===== src/rtl/instr_fetch.sv =====
// Instruction fetch stage: writable program memory, PC and run/step/stop
// control feeding one registered instruction per enabled cycle to the decoder.
module instr_fetch #(
    parameter int DEPTH = 16,
    parameter int ADDR_W = 4,
    parameter logic [7:0] HALT_WORD = 8'hFF
) (
    input  logic              clock,
    input  logic              reset_n,
    input  logic              ena,
    input  logic              run,
    input  logic              step,
    input  logic              stop,
    input  logic              prog_we,
    input  logic [ADDR_W-1:0] prog_addr,
    input  logic [7:0]        prog_data,
    output logic [7:0]        instr_out,
    output logic              instr_valid,
    output logic [ADDR_W-1:0] pc_out,
    output logic              halted
);

    typedef enum logic [1:0] {
        IDLE,
        RUN,
        STEP,
        HALT
    } state_t;

    state_t            state;
    state_t            next_state;
    logic [ADDR_W-1:0] pc;
    logic [ADDR_W-1:0] next_pc;
    logic [7:0]        next_out;
    logic              next_valid;
    logic              fetch;
    logic              write_ok;
    logic [7:0]        word;
    logic [7:0]        mem [DEPTH];

    assign word   = mem[pc];
    assign pc_out = pc;

    // Next-state decode: control priority run > step > stop, then fetch.
    always_comb begin
        next_state = state;
        next_pc    = pc;
        next_out   = instr_out;
        next_valid = 1'b0;
        fetch      = 1'b0;
        write_ok   = 1'b0;
        unique case (state)
            IDLE: begin
                write_ok = prog_we && !run && !step;
                if (run) begin
                    next_state = RUN;
                    next_pc    = '0;
                end else if (step) begin
                    next_state = STEP;
                end
            end
            RUN: begin
                if (run) begin
                    next_pc = '0;
                end else if (stop && !step) begin
                    next_state = IDLE;
                end else if (ena) begin
                    fetch = 1'b1;
                end
            end
            STEP: begin
                fetch      = 1'b1;
                next_state = IDLE;
            end
            HALT: begin
                write_ok = prog_we && !run && !step;
                if (run) begin
                    next_state = RUN;
                    next_pc    = '0;
                end
            end
            default: next_state = IDLE;
        endcase
        if (fetch) begin
            if (word == HALT_WORD) begin
                next_state = HALT;
            end else begin
                next_out   = word;
                next_valid = 1'b1;
                next_pc    = pc + 1'b1;
            end
        end
    end

    // State, PC, registered outputs and program memory.
    always_ff @(posedge clock) begin
        if (!reset_n) begin
            state       <= IDLE;
            pc          <= '0;
            instr_out   <= 8'h00;
            instr_valid <= 1'b0;
            halted      <= 1'b0;
            for (int i = 0; i < DEPTH; i++) begin
                mem[i] <= 8'h00;
            end
        end else begin
            state       <= next_state;
            pc          <= next_pc;
            instr_out   <= next_out;
            instr_valid <= next_valid;
            halted      <= (next_state == HALT);
            if (write_ok) begin
                mem[prog_addr] <= prog_data;
            end
        end
    end

endmodule


===== config.mk =====
export PLATFORM = sky130hd
export DESIGN_NAME = instr_fetch
export DESIGN_NICKNAME = d
export VERILOG_FILES = /design/src/rtl/instr_fetch.sv
export SDC_FILE = /design/constraint.sdc
export NUM_CORES = 1
export LEC_CHECK = 0
export ABC_AREA = 1
export BUFFER_PORTS_ARGS = -buffer_cell sky130_fd_sc_hd__clkbuf_2
export CAP_MARGIN = 0
export CORE_UTILIZATION = 40
export DETAILED_ROUTE_END_ITERATION = 7
export PLACE_DENSITY = 0.63
export SLEW_MARGIN = 25
export SYNTH_ARGS = -nofsm -noshare
export SYNTH_HDL_FRONTEND = slang
export SYNTH_SLANG_ARGS = --single-unit

===== constraint.sdc =====
create_clock -name clock -period 4.4 [get_ports clock]
set_input_delay 0.22 -clock clock [delete_from_list [all_inputs] [get_ports clock]]
set_output_delay 0.22 -clock clock [all_outputs]
set_load 0.02 [all_outputs]

==> flow_summary_export.csv <==
group,metric,value,unit
cells_and_area,final_nets,847,
cts,cts_root_buf,"clkbuf_16",
power,power.density,395,nW/µm²
floorplan,core-area,16800,µm²
timing,rsz0062_at_grt,"no",
cts,cts_tree,"yes",
placement,gp_congestion,0.850,
cells_and_area,finalCoreUtilization,46.0,%
cts,postCtsSetupBuffers,0,
cts,path_clk_slew,60,ps
critical_path,slowest_stage,"nor3_1",
yosys,yosysWarnings,0,
routing,drtIter0Drc,545,
timing,finalCritPeriodShare,68.8,%
critical_path,cp_top_family,"simple AND/OR/NAND/NOR gates",
critical_path,max_stage_delay,770,ps
placement,portBuffers,32,
floorplan,die-height,134,µm
placement,post-place-ws,1390,ps
yosys,ys_ff_latch,144,
timing,fin_skew,6.46,ps
yosys,seq_area_frac_synth,59.7,%
timing,clock.fmax,330,MHz
cts,cts_repair_resize_count,0,
yosys,syn_area,6970,µm²
critical_path,start_kind,"flop",
power,ir_worst_vdd,0.289,mV
cts,cts_buffer_depth,2,
timing,fin_crit,3030,ps
timing,tightestPinTransition,928,ps
yosys,syn-instance-count,804,
cts,h-tree-depth,4,
critical_path,crit_chain,"inv_1 > ha_1 > nor3_1 > nand3_1 > nor3_1 > nand2_1 > nand2_1",
timing,fin_setup_tns,0,ps
yosys,ys_types,27,
yosys,syn_nets,829,
cts,clk_latency,420,ps
global_route,grt_pass1_vias,4832,
global_route,grt.total_usage,20.8,%
power,internal_power,2.34,mW
yosys,syn_avg_cell_area,8.67,µm²
power,switching_share,23.5,%
timing,finalHoldViolCount,0,
power,power_frac_comb,6.8,%
global_route,antenna_found_initial,0,
power,p_sw,0.719,mW
cts,cts_num_sinks,144,
global_route,grt_overflow,0,
timing,hold_slack,199,ps
routing,num_vias,5280,
floorplan,num_io_pins,33,
routing,drt-total-wl,17.7,mm
routing,drc,0,
floorplan,rows,47,
global_route,grt_pass1_wl,27.1,mm
placement,dp_hpwl,11.1,mm
routing,post_drt_wl_per_cell,16.8,µm
cts,cts_inserted_buffers,17,
floorplan,die-area,18000,µm²
critical_path,worstPathMaxFanout,9,
critical_path,crit_type,"reg -> reg",
critical_path,cp.arrival,3120,ps
timing,setup_viol,0,
cells_and_area,final_layout_size_suffix_gt1_share,8.75,%
timing,setup_ws,1370,ps
floorplan,die_w,134,µm
run,max-cap-violations,0,
status,outcome,"completed",
critical_path,end_kind,"flop",
routing,via_per_inst,5.01,
global_route,grt_max_degree,70,
power,power_frac_clock,42.6,%
hold_path,hp-class,"in -> reg",
critical_path,path_buf_inv,1,
floorplan,initial_core_util,41.4,%
cells_and_area,diodes,0,
cells_and_area,area_delta_synth_final,11.1,%
critical_path,critPathRequiredTime,4490,ps
routing,dr.pass1.iters,7,
cts,cts_hold_buffers,0,
power,seq_power_share,50.5,%
power,p_leak,3.48,nW
timing,maxSlewViolCount,0,
timing,maxSlewHeadroom,38.0,%
routing,postRouteAntennaNets,0,
area by class of cell:
class | instances | area (µm²)
clock buffer | 17 | 425
clock inverter | 14 | 101
fill | 1690 | 9080
inverter | 84 | 318
multi-input combinational | 538 | 2260
sequential | 144 | 4170
tap | 220 | 275
timing repair buffer | 37 | 198
routing by layer:
layer / track usage, % / vias up / part of all wire (%)
met5: 0 / - / 0
met4: 8.02 / 0 / 2.3
met3: 4.84 / 26 / 7.2
met2: 32.2 / 216 / 46
met1: 28.4 / 2441 / 45
li1: - / 2597 / -
sequential cells by signal, indices dropped and copies added (netlist names):
signal	flops
mem	128
instr_out	8
pc_out	4
state	2
halted	1
instr_valid	1
synthesized netlist by cell type:
| cell | count | area share [%] |
|---|---|---|
| xor2_1 | 2 | 0.25 |
| buf_2 | 13 | 0.93 |
| edfxtp_1 | 128 | 55 |
| o31ai_1 | 1 | 0.11 |
| clkbuf_1 | 13 | 0.70 |
| inv_1 | 81 | 4.4 |
| nand3_1 | 80 | 5.7 |
| inv_4 | 1 | 0.090 |
| o21ai_0 | 8 | 0.57 |
| o21ai_1 | 3 | 0.22 |
| o22ai_1 | 1 | 0.090 |
| buf_4 | 5 | 0.54 |
| clkinv_1 | 1 | 0.054 |
| nor3_1 | 5 | 0.36 |
| dfxtp_1 | 16 | 4.6 |
| nand2_4 | 2 | 0.32 |
| nor2_1 | 166 | 8.9 |
| ha_1 | 6 | 1.1 |
| a21oi_1 | 8 | 0.57 |
| inv_2 | 1 | 0.054 |
| nand2_1 | 249 | 13 |
| nand3b_1 | 2 | 0.22 |
| or2_2 | 1 | 0.090 |
| buf_6 | 7 | 1.1 |
| a41o_1 | 1 | 0.14 |
| nor2_2 | 2 | 0.18 |
| o211ai_1 | 1 | 0.11 |
worst paths after layout:
| kind | cells after the start | slack (ps) | from | end |
|---|---|---|---|---|
| hold / removal | 4 | 200 | run | state[1] |
| hold reg to reg | 2 | 450 | instr_out[6] | instr_out[6] |
| setup reg to reg | 7 | 1370 | state[0] | mem[3][4] |
| setup / recovery | 7 | 1370 | state[0] | mem[3][4] |
metrics by stage:
step	power, mW	area (µm²)	cells
floorplan	1.71	6970	804
global placement	1.78	7210	1023
detailed placement	1.78	7210	1023
CTS	3.07	7740	1054
global route	3.15	7740	1054
finish	3.06	7740	1054
logic make-up after synthesis:
kind of cell,Yosys count,share of synthesized area [%]
buffers and inverters,122,7.86
adders and majority gates,6,1.08
and+or+nand+nor,507,29.3
AOI/OAI and AO/OA,23,1.81
DFF,144,59.7
xor gates and xnor gates,2,0.251
worst reg2reg max path, delay by kind of cell (launching register included):
family                   cells  cell delay [ps]
adder cells (fa/ha/maj)      1              320
AND/OR/NAND/NOR              5             1920
flip-flops                   1              350
buffers and inverters        1              100
placed cells by master (no fill, tap or decap), drive strengths merged, types with 2 or more instances in the layout:
master and instances:
nor3 5, a21oi 8, clkinvlp 4, o21ai 11, nand2 251, clkbuf 49
dfxtp 16, nand3 80, clkinv 10, edfxtp 128, ha 6, inv 83
nand3b 2, nor2 168, xor2 2, buf 5
power by group through the flow:
stage          logic, mW  clock network, mW  registers (mW)
6_report           0.209               1.30            1.54
5_1_grt            0.231               1.37            1.55
4_1_cts            0.207               1.32            1.54
3_5_place_dp       0.206                  0            1.57
3_3_place_gp       0.205                  0            1.57
2_1_floorplan      0.135                  0            1.57
Note: power is estimated with default switching activity, not from simulation.
